## src/rtl/traffic_pkg.sv

```systemverilog
// Shared phase encoding and default timing for the intersection timer.
// The phase order wraps from ALL_RED_B back to NS_GREEN.
package traffic_pkg;

  typedef enum logic [2:0] {
    NS_GREEN  = 3'd0,
    NS_YELLOW = 3'd1,
    ALL_RED_A = 3'd2,
    EW_GREEN  = 3'd3,
    EW_YELLOW = 3'd4,
    ALL_RED_B = 3'd5
  } phase_e;

  localparam int DEF_GREEN_MIN = 8;
  localparam int DEF_GREEN_MAX = 20;
  localparam int DEF_YELLOW_T  = 3;
  localparam int DEF_ALLRED_T  = 1;
  localparam int DEF_CNT_W     = 5;

  function automatic phase_e next_phase(
    input phase_e p
  );
    phase_e n;
    unique case (p)
      NS_GREEN:  n = NS_YELLOW;
      NS_YELLOW: n = ALL_RED_A;
      ALL_RED_A: n = EW_GREEN;
      EW_GREEN:  n = EW_YELLOW;
      EW_YELLOW: n = ALL_RED_B;
      default:   n = NS_GREEN;
    endcase
    return n;
  endfunction

endpackage

```

## src/rtl/traffic_phase_timer_ped_latch.sv

```systemverilog
// Per-direction pedestrian request latch and walk indication.
// A press coinciding with the grant strobe is served immediately.
module ped_latch (
  input  logic clk,
  input  logic reset,
  input  logic press,
  input  logic grant,
  input  logic leave,
  output logic pending,
  output logic walk
);

  logic pend_q, pend_d;
  logic walk_q, walk_d;

  always_comb begin
    pend_d = pend_q | press;
    walk_d = walk_q;
    if (grant) begin
      walk_d = pend_q | press;
      pend_d = 1'b0;
    end else if (leave) begin
      walk_d = 1'b0;
    end
  end

  always_ff @(posedge clk) begin
    if (!reset) begin
      pend_q <= 1'b0;
      walk_q <= 1'b0;
    end else begin
      pend_q <= pend_d;
      walk_q <= walk_d;
    end
  end

  assign pending = pend_q;
  assign walk    = walk_q;

endmodule

```

## src/rtl/traffic_phase_timer.sv

```systemverilog
// Six-phase intersection timer with demand-actuated greens.
// Emits a one-cycle advance pulse when a new phase becomes visible.
module traffic_phase_timer
  import traffic_pkg::*;
#(
  parameter int GREEN_MIN = DEF_GREEN_MIN,
  parameter int GREEN_MAX = DEF_GREEN_MAX,
  parameter int YELLOW_T  = DEF_YELLOW_T,
  parameter int ALLRED_T  = DEF_ALLRED_T,
  parameter int CNT_W     = DEF_CNT_W
) (
  input  logic             clk,
  input  logic             reset,
  input  logic             tick,
  input  logic             hold,
  input  logic             car_ns,
  input  logic             car_ew,
  input  logic             ped_ns,
  input  logic             ped_ew,
  output logic [2:0]       phase,
  output logic [CNT_W-1:0] remaining,
  output logic             advance,
  output logic             walk_ns,
  output logic             walk_ew,
  output logic [1:0]       ped_pending
);

  localparam logic [CNT_W-1:0] MAX_C =
    CNT_W'(GREEN_MAX);
  localparam logic [CNT_W-1:0] EARLY_C =
    CNT_W'(GREEN_MAX - GREEN_MIN + 1);
  localparam logic [CNT_W-1:0] YEL_C =
    CNT_W'(YELLOW_T);
  localparam logic [CNT_W-1:0] AR_C =
    CNT_W'(ALLRED_T);
  localparam logic [CNT_W-1:0] ONE_C =
    CNT_W'(1);

  phase_e           phase_q, phase_d;
  logic [CNT_W-1:0] rem_q, rem_d;
  logic             adv_q, adv_d;

  logic qual, done, bad;
  logic pend_ns, pend_ew;
  logic grant_ns, grant_ew;
  logic leave_ns, leave_ew;

  function automatic logic [CNT_W-1:0] dwell(
    input phase_e p
  );
    logic [CNT_W-1:0] d;
    unique case (p)
      NS_GREEN, EW_GREEN:   d = MAX_C;
      NS_YELLOW, EW_YELLOW: d = YEL_C;
      default:              d = AR_C;
    endcase
    return d;
  endfunction

  always_comb begin
    qual = tick & ~hold;
    done = 1'b0;
    bad  = 1'b0;
    unique case (phase_q)
      NS_GREEN:
        done = (rem_q == ONE_C) ||
               ((rem_q <= EARLY_C) &&
                (car_ew | pend_ew));
      EW_GREEN:
        done = (rem_q == ONE_C) ||
               ((rem_q <= EARLY_C) &&
                (car_ns | pend_ns));
      NS_YELLOW, ALL_RED_A,
      EW_YELLOW, ALL_RED_B:
        done = (rem_q == ONE_C);
      default:
        bad = 1'b1;
    endcase

    phase_d = phase_q;
    rem_d   = rem_q;
    adv_d   = 1'b0;
    // Illegal codes resync quietly, without an advance pulse.
    if (bad) begin
      phase_d = NS_GREEN;
      rem_d   = MAX_C;
    end else if (qual && done) begin
      phase_d = next_phase(phase_q);
      rem_d   = dwell(phase_d);
      adv_d   = 1'b1;
    end else if (qual) begin
      rem_d   = rem_q - ONE_C;
    end

    grant_ns = adv_d & (phase_d == NS_GREEN);
    grant_ew = adv_d & (phase_d == EW_GREEN);
    leave_ns = adv_d & (phase_q == NS_GREEN);
    leave_ew = adv_d & (phase_q == EW_GREEN);
  end

  always_ff @(posedge clk) begin
    if (!reset) begin
      phase_q <= NS_GREEN;
      rem_q   <= MAX_C;
      adv_q   <= 1'b0;
    end else begin
      phase_q <= phase_d;
      rem_q   <= rem_d;
      adv_q   <= adv_d;
    end
  end

  ped_latch u_ped_ns (
    .clk     (clk),
    .reset   (reset),
    .press   (ped_ns),
    .grant   (grant_ns),
    .leave   (leave_ns),
    .pending (pend_ns),
    .walk    (walk_ns)
  );

  ped_latch u_ped_ew (
    .clk     (clk),
    .reset   (reset),
    .press   (ped_ew),
    .grant   (grant_ew),
    .leave   (leave_ew),
    .pending (pend_ew),
    .walk    (walk_ew)
  );

  assign phase       = phase_q;
  assign remaining   = rem_q;
  assign advance     = adv_q;
  assign ped_pending = {pend_ew, pend_ns};

endmodule

```

## config.mk

```make
export PLATFORM = sky130hd
export DESIGN_NAME = traffic_phase_timer
export DESIGN_NICKNAME = d
export VERILOG_FILES = /design/src/rtl/traffic_pkg.sv /design/src/rtl/traffic_phase_timer_ped_latch.sv /design/src/rtl/traffic_phase_timer.sv
export SDC_FILE = /design/constraint.sdc
export NUM_CORES = 1
export LEC_CHECK = 0
export CAP_MARGIN = 20
export CORE_MARGIN = 4
export CORE_UTILIZATION = 33
export CTS_CLUSTER_DIAMETER = 30
export DETAILED_ROUTE_END_ITERATION = 8
export GPL_TIMING_DRIVEN = 0
export HOLD_SLACK_MARGIN = 0.02
export PLACE_DENSITY = 0.62
export SLEW_MARGIN = 10
export SYNTH_ARGS = -nofsm -noshare
export SYNTH_HDL_FRONTEND = slang
export SYNTH_SLANG_ARGS = --single-unit
export TNS_END_PERCENT = 20
```

## constraint.sdc

```tcl
create_clock -name clk -period 1.6 [get_ports clk]
set_input_delay 0.24 -clock clk [delete_from_list [all_inputs] [get_ports clk]]
set_output_delay 0.24 -clock clk [all_outputs]
set_load 0.005 [all_outputs]
```

==> summary.md <==
| Metric | Value |
|---|---|
| Slack of the critical path | -0.290 ns |
| Worst-path maximum fanout | 4 |
| Syn Inst Count | 94 |
| Rows | 17 |
| Register bit count reported by yosys | 13 |
| RSZ-0062 raised after global routing | yes |
| Clock Skews | 0.00427 ns |
| Grt ovf | 0 |
| Clock sinks | 13 |
| Per-cell routed wire length | 14.6 µm |
| CP Class | flop to flop |
| Async SR Flop Fraction | 0% |
| Cell area after synthesis | 821 µm² |
| P per Cell Area | 596 nW/µm² |
| Relative slew margins | 66.8% |
| Starting density of the core | 35.7% |
| Most frequent cells in the layout | clkdlybuf4s50_1 (19), dfxtp_1 (9), buf_4 (8) |
| Num ports | 21 |
| Synth Flop Type | dfxtp_1 |
| Max-Cap Viols | 0 |
| DIE WIDTH | 57.9 µm |
| Worst-Margin Slew | 0.492 ns |
| CTS buffer count | 3 |
| Layout fillers | 239 |
| Largest net degree at the start of global routing | 11 |
| Final setup viols | 11 |
| Status | finished with violations |
| Vias in the first global route | 843 |
| Worst hold margin | 0.379 ns |
| Mean area per synthesized cell | 8.73 µm² |
| Final #Nets | 134 |
| Clock-pin slew reported for the worst setup and hold paths after clock tree synthesis | 0.09 ns |
| Core area | 2300 µm² |
| Final worst-path cycle share | 118% |
| Clock Latency Late Sink | 0.28 ns |
| P_leak | 0.402 nW |
| Root Driver | clkbuf_4 |
| CTS tree | yes |
| Crit path launch type | flop |
| Vias | 813 |
| Hold Path Class | primary input to flop |
| DR iter-0 viols | 25 |
| Mapped Nets | 104 |
| Placer Congestion | 0.823 |
| Buffers on Ports | 19 |
| Fin cells | 151 |
| DRT antenna net count | 0 |
| First-pass GRT wire length | 4080 µm |
| TritonRoute pass-1 iters | 4 |
| Residual DRC | 0 |
| Htree depth | 1 |
| Post-synth EDFFs | 0 |
| Failing checks | negative setup slack |
| Layout Utilization | 51.4% |
| Maximum vdd drop | 0.000475 V |
| CP max stage delay | 0.52 ns |
| Dpl hpwl | 1530 µm |
| Share of layout cells above drive strength 1 | 32.5% |
| Gr usage total | 15.5% |
| Clock Tree Buf Depth | 2 |
| CP max-delay cell | or4b_4 |
| Synth warnings | 0 |
| TNS Setup | -2.07 ns |
| Post-synthesis cell type count | 41 |
| Final Hold Viols | 0 |
| Max Freq | 0.529 GHz |
| Total Routed Length | 2200 µm |
| Sequential area share after synthesis | 31.7% |
| Area Overhead vs Synth | 43.7% |
| Critical Path RT | 1.80 ns |
| DR vias/cell | 5.38 |
| Pre-CTS WS | -0.385 ns |
| Hold buffer count at CTS | 0 |
| WP data arrival | 2.09 ns |
| Final min period | 1.89 ns |
| Max-slew violations | 0 |
| # diodes | 0 |
| Worst setup EP type | flop |
| Leading cell type in the layout, fill and taps excluded | clkdlybuf4s50_1 |
| Total Die Area | 3350 µm² |
| Antenna violations before repair | 0 |
| CP cell instances | inv_2 > ha_4 > or4b_4 > a21oi_4 > o21a_2 > and3_4 > mux2i_1 |
| Placed Cells | 141 |
| Die Ht | 57.9 µm |
per-layer routing:
metal  wire length, µm  share of wire, %  GRT usage [%]
met5                 0                 0              0
met4                14              0.64           2.98
met3                74               3.4           4.90
met2              1120                51           25.5
met1               984                45           20.1
per-stage QoR:
stage,cell area [µm²],total power [W]
2_1_floorplan,838,0.000423
3_3_place_gp,1060,0.000475
3_5_place_dp,1060,0.000478
4_1_cts,1160,0.000707
5_1_grt,1180,0.000741
6_report,1180,0.000704
path summary, 6_finish.rpt:
path                       from       endpoint  slack, ns  depth (start not counted)
setup / recovery   remaining[1]       phase[1]      -0.29                          7
hold / removal            reset  u_ped_ns.walk       0.38                          3
setup reg to reg   remaining[1]       phase[1]      -0.29                          7
hold reg to reg   u_ped_ns.walk  u_ped_ns.walk       0.47                          2
synth_stat cells, types with 3 or more instances:
cell	n	area, µm²
nor2_1	7	26.3
nand2_1	8	30.0
dfxtp_1	13	260
clkbuf_1	3	11.3
nand3b_1	4	30.0
inv_1	3	11.3
nor3_1	3	15.0
a21oi_1	5	25.0
o21ai_0	3	15.0
nor4_1	3	18.8
logic make-up (layout without fill, tap and decap cells):
family / count (synthesis) / in the layout / synth area share (%)
multiplexers: 3 / 3 / 3.81
buffers and inverters: 10 / 39 / 5.79
AO/OA/AOI/OAI: 23 / 23 / 21.2
adder cells (fa/ha/maj): 2 / 2 / 3.05
XOR/XNOR: 3 / 3 / 3.20
AND/OR/NAND/NOR: 40 / 40 / 31.3
flip-flops: 13 / 13 / 31.7
report_power, final:
group,internal [W],switching [W]
logic,0.0000771,0.0000605
registers,0.000337,0.0000149
clock network,0.0000968,0.000117
final cells by class:
| type | instances | area, µm² | share of cell area [%] |
|---|---|---|---|
| buffer | 7 | 36.3 | 3.08 |
| clock buffer | 4 | 26.3 | 2.23 |
| inverter | 3 | 11.3 | 0.954 |
| multi-input combinational | 71 | 568 | 48.1 |
| sequential | 13 | 268 | 22.7 |
| tap | 28 | 35.0 | 2.97 |
| timing repair buffer | 25 | 235 | 19.9 |
what timing repair did:
| item | 4_1_cts | 5_1_grt |
|---|---|---|
| setup endpoints to repair | 11 | 14 |
| gates resized for setup | 7 | 4 |
| setup buffers | 5 | 1 |
| pin swaps | 6 | 2 |
| endpoints found under the hold margin | 0 | 0 |
critical path: cells and delay by family, from the launching register on:
kind,cells,cell delay [ns]
muxes,1,0.21
buffers and inverters,1,0.07
and+or+nand+nor,2,0.72
DFF,1,0.34
AOI/OAI and AO/OA,2,0.35
adders and majority gates,1,0.12
sequential cells by signal, summed over array words and instances, names as in the netlist:
signal            count
phase                 3
u_ped_ew.walk         1
u_ped_ns.pending      1
advance               1
u_ped_ns.walk         1
remaining             5
u_ped_ew.pending      1
No activity file was read; power rests on OpenSTA's default activity.
